**src/rtl/sha256_msg_feeder.sv**
```systemverilog
// Word server for sha256_stream: holds the 80-byte block header and a nonce
// counter, and synthesises padded 512-bit chunks one word per request.
module sha256_msg_feeder #(
    parameter bit          NONCE_SWAP = 1'b1,
    parameter logic [31:0] NONCE_STEP = 32'd1
) (
    input  logic         clk,
    input  logic         rst_n,
    input  logic         hdr_we,
    input  logic [4:0]   hdr_addr,
    input  logic [31:0]  hdr_data,
    input  logic         nonce_we,
    input  logic         nonce_inc,
    output logic [31:0]  nonce,
    output logic         nonce_wrap,
    input  logic [1:0]   sel,
    input  logic [255:0] digest_in,
    input  logic         rq,
    input  logic [3:0]   addr,
    output logic         rdy,
    output logic [31:0]  data
);

    localparam int unsigned HdrWords = 20;

    logic [31:0]  hdr_q [HdrWords];
    logic [31:0]  nonce_q;
    logic         nonce_wrap_q;
    logic         rdy_q;
    logic [31:0]  data_q;

    logic [32:0]  nonce_sum;
    logic [31:0]  nonce_word;
    logic [255:0] digest_sh;
    logic [31:0]  word;

    assign nonce      = nonce_q;
    assign nonce_wrap = nonce_wrap_q;
    assign rdy        = rdy_q;
    assign data       = data_q;

    assign nonce_sum = {1'b0, nonce_q} + {1'b0, NONCE_STEP};

    // Combinational word generator: chunk contents from header, nonce and digest.
    always_comb begin
        nonce_word = NONCE_SWAP ? {nonce_q[7:0], nonce_q[15:8], nonce_q[23:16], nonce_q[31:24]}
                                : nonce_q;
        // Bring digest word H[addr] to the top 32 bits.
        digest_sh  = digest_in << {addr[2:0], 5'd0};
        word       = 32'h0;
        case (sel)
            2'd0: word = hdr_q[{1'b0, addr}];
            2'd1: begin
                // Header words 16..18, nonce in place of word 19, then padding
                // for a 640-bit message.
                if (addr < 4'd3) begin
                    word = hdr_q[5'd16 + {3'd0, addr[1:0]}];
                end else if (addr == 4'd3) begin
                    word = nonce_word;
                end else if (addr == 4'd4) begin
                    word = 32'h8000_0000;
                end else if (addr == 4'd15) begin
                    word = 32'h0000_0280;
                end
            end
            2'd2: begin
                // 256-bit digest followed by padding for a 256-bit message.
                if (!addr[3]) begin
                    word = digest_sh[255:224];
                end else if (addr == 4'd8) begin
                    word = 32'h8000_0000;
                end else if (addr == 4'd15) begin
                    word = 32'h0000_0100;
                end
            end
            default: word = 32'h0;
        endcase
    end

    // Header store; index 19 is kept but never served (the nonce takes its slot).
    always_ff @(posedge clk or negedge rst_n) begin
        if (!rst_n) begin
            for (int i = 0; i < HdrWords; i++) begin
                hdr_q[i] <= 32'h0;
            end
        end else if (hdr_we && (hdr_addr < 5'(HdrWords))) begin
            hdr_q[hdr_addr] <= hdr_data;
        end
    end

    // Nonce counter: load beats increment; wrap flags a carry out of bit 31.
    always_ff @(posedge clk or negedge rst_n) begin
        if (!rst_n) begin
            nonce_q      <= 32'h0;
            nonce_wrap_q <= 1'b0;
        end else if (nonce_we) begin
            nonce_q      <= hdr_data;
            nonce_wrap_q <= 1'b0;
        end else if (nonce_inc) begin
            nonce_q      <= nonce_sum[31:0];
            nonce_wrap_q <= nonce_sum[32];
        end else begin
            nonce_wrap_q <= 1'b0;
        end
    end

    // Fetch handshake: capture on rq while idle, rdy is a one-cycle pulse.
    always_ff @(posedge clk or negedge rst_n) begin
        if (!rst_n) begin
            rdy_q  <= 1'b0;
            data_q <= 32'h0;
        end else if (rdy_q) begin
            rdy_q  <= 1'b0;
        end else if (rq) begin
            rdy_q  <= 1'b1;
            data_q <= word;
        end
    end

endmodule

```
**config.mk**
```make
export PLATFORM = sky130hd
export DESIGN_NAME = sha256_msg_feeder
export DESIGN_NICKNAME = d
export VERILOG_FILES = /design/src/rtl/sha256_msg_feeder.sv
export SDC_FILE = /design/constraint.sdc
export NUM_CORES = 1
export LEC_CHECK = 0
export ABC_AREA = 0
export BUFFER_PORTS_ARGS = -buffer_cell sky130_fd_sc_hd__clkbuf_2
export CAP_MARGIN = 20
export CORE_ASPECT_RATIO = 0.8
export CORE_UTILIZATION = 63
export DETAILED_ROUTE_END_ITERATION = 10
export PLACE_DENSITY = 0.95
export SLEW_MARGIN = 20
export SYNTH_ARGS = -nofsm -noshare
export SYNTH_HDL_FRONTEND = slang
export SYNTH_SLANG_ARGS = --single-unit
```
**constraint.sdc**
```tcl
create_clock -name clk -period 5.5 [get_ports clk]
set_clock_uncertainty 0.1 [all_clocks]
set_input_delay 0 -clock clk [delete_from_list [all_inputs] [get_ports clk]]
set_output_delay 0 -clock clk [all_outputs]
set_load 0.05 [all_outputs]
```
==> metrics.yaml <==
period_share: 0.733
worstPathCellList: "clkbuf_2 -> clkinv_2 -> nand2_1 -> nor2_2 -> buf_4 -> a22o_1 -> dlygate4sd3_1 -> nor3_1 -> o21ai_1 -> dlygate4sd3_1"
cts_tree: "done"
wl_met1_mm: 35.3
fillers: 2612
worst_pin_slew_ns: 1.11
die_y_um: 206
grt-ovfl-total: 0
num_vias: 24100
fin_crit_ns: 4.03
synth_edf_count: 0
max_cap_violations: 0
rrSetupSlack_ns: 2.24
rows: 74
cts_root_buf: "clkbuf_16"
grt_max_degree: 159
final-seq-area_um2: 16900
yosysWarnings: 0
synthCells: 2233
ys_seq_elements: 674
maxSlewViolCount: 0
remaining_drc_errors: 0
arrival_ns: 4.41
synth_seq_area_share: 0.515
drt_iter0_drc: 3046
crit_type: "in -> reg"
power_density_nw_per_um2: 365
cts-buffers-inserted: 66
power_w: 0.0140
dr_wl_met3_mm: 14.3
cp_common_cell: "dlygate4sd3_1"
required_ns: 5.88
rsz0062_at_grt: "no"
yosys.area.top_type: "dfrtp_1"
layout.nets: 2901
dpl-instance-area_um2: 35000
hold_viol_final: 0
status: "completed"
clock_sinks: 674
drive_gt1_frac: 0.488
cts_max_level: 3
gp_congestion: 0.888
start_kind: "input pin"
syn_avg_cell_area_um2: 14.7
utilization: 0.747
finalSetupTns_ns: 0
clkTransAtPathRegs_ns: 0.07
ir_drop_mv: 0.223
via_per_inst: 7.24
grt_pass1_vias: 26100
synth_flop_cell: "dfrtp_1"
hold_buffers: 102
grt_pass1_wl_mm: 161
syn2layout_area_growth_pct: 16.7
drt-wirelength-per-cell_um: 32.6
top_layer: "met5"
final_area_um2: 38200
start_util: 0.640
synth_area_um2: 32800
post_cts_buffers: 0
postSynth.asyncResetShare: 1.00
min_path_type: "in -> async"
max_freq_mhz: 248
clkLatencyLatePin_ns: 0.61
synth_top_area_share: 0.515
cp-end-kind: "flip-flop"
ant_nets: 0
multi_input_area_um2: 15000
die_w_um: 257
crit_fanout: 31
post_cts_resized: 0
ctsLongestPathBuffers: 3
synth_nets: 2539
hpwlAfterDp_mm: 58.7
grt_usage: 0.416
critPathMaxStageDelay_ns: 0.82
slowest_stage: "nand2_1"
dr.pass1.iters: 9
grt_antenna_before_repair: 6
ys_types: 49
dr_wl_met2_mm: 49.7
finalSetupViolCount: 0
design.die.area_um2: 52900
slew_headroom: 0.262
numPortBuffers: 370
core_area_um2: 51200
yosys-top-cells-area: "dfrtp_1, mux2_2, mux4_2"
leakagePower_nw: 17.5
wirelength_mm: 109
io_pins: 371
==> metal layers <==
metal	vias up	GRT usage
met1	12200	0.491
met2	2121	0.634
met5	-	0.000926
met3	731	0.156
li1	9103	-
met4	8	0.293
==> synth_stat cells (2+ instances only) <==
library cell,instances
dfrtp_1,674
mux2_2,542
mux4_2,210
clkbuf_1,98
nand2_1,98
mux2i_1,80
mux2_1,70
buf_1,57
o21ai_0,42
nor2_1,37
buf_2,35
a21oi_1,32
nand3_1,31
a22oi_1,23
buf_4,20
o22a_1,20
a31oi_1,19
xnor2_1,19
nor3_1,16
o22ai_1,13
xor2_1,12
a211oi_1,10
nand4_1,9
o21ai_1,7
buf_6,6
and3_1,5
nand2b_1,5
and4_1,4
inv_1,4
nor3b_1,4
nor4_1,4
a21boi_0,3
a22o_1,2
clkbuf_2,2
inv_2,2
nor2b_1,2
nor4b_1,2
or3_1,2
or3b_2,2
==> stage by stage <==
step / instances / hold slack [ns] / setup WS, ns
after floorplan: 2233 / -0.396 / 3.35
after global placement: 3108 / 0.0698 / 2.37
after detailed placement: 3109 / 0.0835 / 2.30
after CTS: 3328 / 0.00369 / 1.76
after global routing: 3330 / 0.0419 / 1.50
final: 3333 / 0.0171 / 1.47
==> cell families (layout without fill, tap and decap cells) <==
family	count (synthesis)	after routing	share of synthesized area
compound gates	172	172	0.0329
fa+ha+maj	1	1	0.000382
flops	674	674	0.515
simple gates	228	228	0.0329
buf+inv	224	635	0.0307
mux	903	903	0.380
other cells	0	5	0
xor+xnor	31	31	0.00829
==> worst paths after layout <==
kind | startpoint | endpoint | depth (start not counted)
min | rst_n | hdr_q[572]$_DFFE_PN0P_ | 2
max reg2reg | hdr_q[319]$_DFFE_PN0P_ | data[31]$_DFFE_PN0P_ | 8
min in group clk | digest_in[201] | data[9]$_DFFE_PN0P_ | 5
min reg2reg | hdr_q[39]$_DFFE_PN0P_ | hdr_q[39]$_DFFE_PN0P_ | 1
max in group asynchronous | rst_n | hdr_q[212]$_DFFE_PN0P_ | 3
max | addr[3] | data[7]$_DFFE_PN0P_ | 10
==> cell usage in the layout (no fill, tap or decap), drive strengths merged, types with 2 or more instances in the layout <==
| master | instances |
|---|---|
| a211oi | 10 |
| a21boi | 3 |
| a21oi | 32 |
| a22o | 2 |
| a22oi | 23 |
| a31oi | 19 |
| and2 | 2 |
| and3 | 5 |
| and4 | 4 |
| buf | 43 |
| bufinv | 3 |
| clkbuf | 470 |
| clkinv | 8 |
| dfrtp | 674 |
| diode | 5 |
| dlygate4sd3 | 102 |
| inv | 8 |
| mux2 | 612 |
| mux2i | 80 |
| mux4 | 211 |
| nand2 | 98 |
| nand2b | 5 |
| nand3 | 31 |
| nand4 | 9 |
| nor2 | 37 |
| nor2b | 2 |
| nor3 | 16 |
| nor3b | 5 |
| nor4 | 5 |
| nor4b | 3 |
| o21ai | 49 |
| o22a | 20 |
| o22ai | 13 |
| or3 | 2 |
| or3b | 2 |
| xnor2 | 19 |
| xor2 | 12 |
==> sequential cells by signal, indices dropped and copies added, names as in the netlist <==
register	count
nonce_wrap	1
hdr_q	608
data	32
rdy	1
nonce	32
==> area by class of cell <==
cell class | instances | share of cell area
Sequential cell | 674 | 0.441
Multi-Input combinational cell | 1335 | 0.391
Timing Repair Buffer | 512 | 0.0864
Clock buffer | 103 | 0.0535
Tap cell | 684 | 0.0224
Clock inverter | 14 | 0.00425
Inverter | 6 | 0.000622
Antenna cell | 5 | 0.000327
==> where the power goes <==
group          internal (W)  leakage [nW]  switching [W]
Combinational       0.00141          7.80        0.00129
Clock               0.00270          1.09        0.00199
Sequential          0.00588          8.59       0.000680
Total                0.0100          17.5        0.00397
==> worst max-delay path: cells and delay by family <==
family / cells / cell delay, ns
buffers and inverters: 5 / 2.81
and+or+nand+nor: 3 / 1.26
AOI/OAI and AO/OA: 2 / 0.31
(Power assumes the default switching activity.)
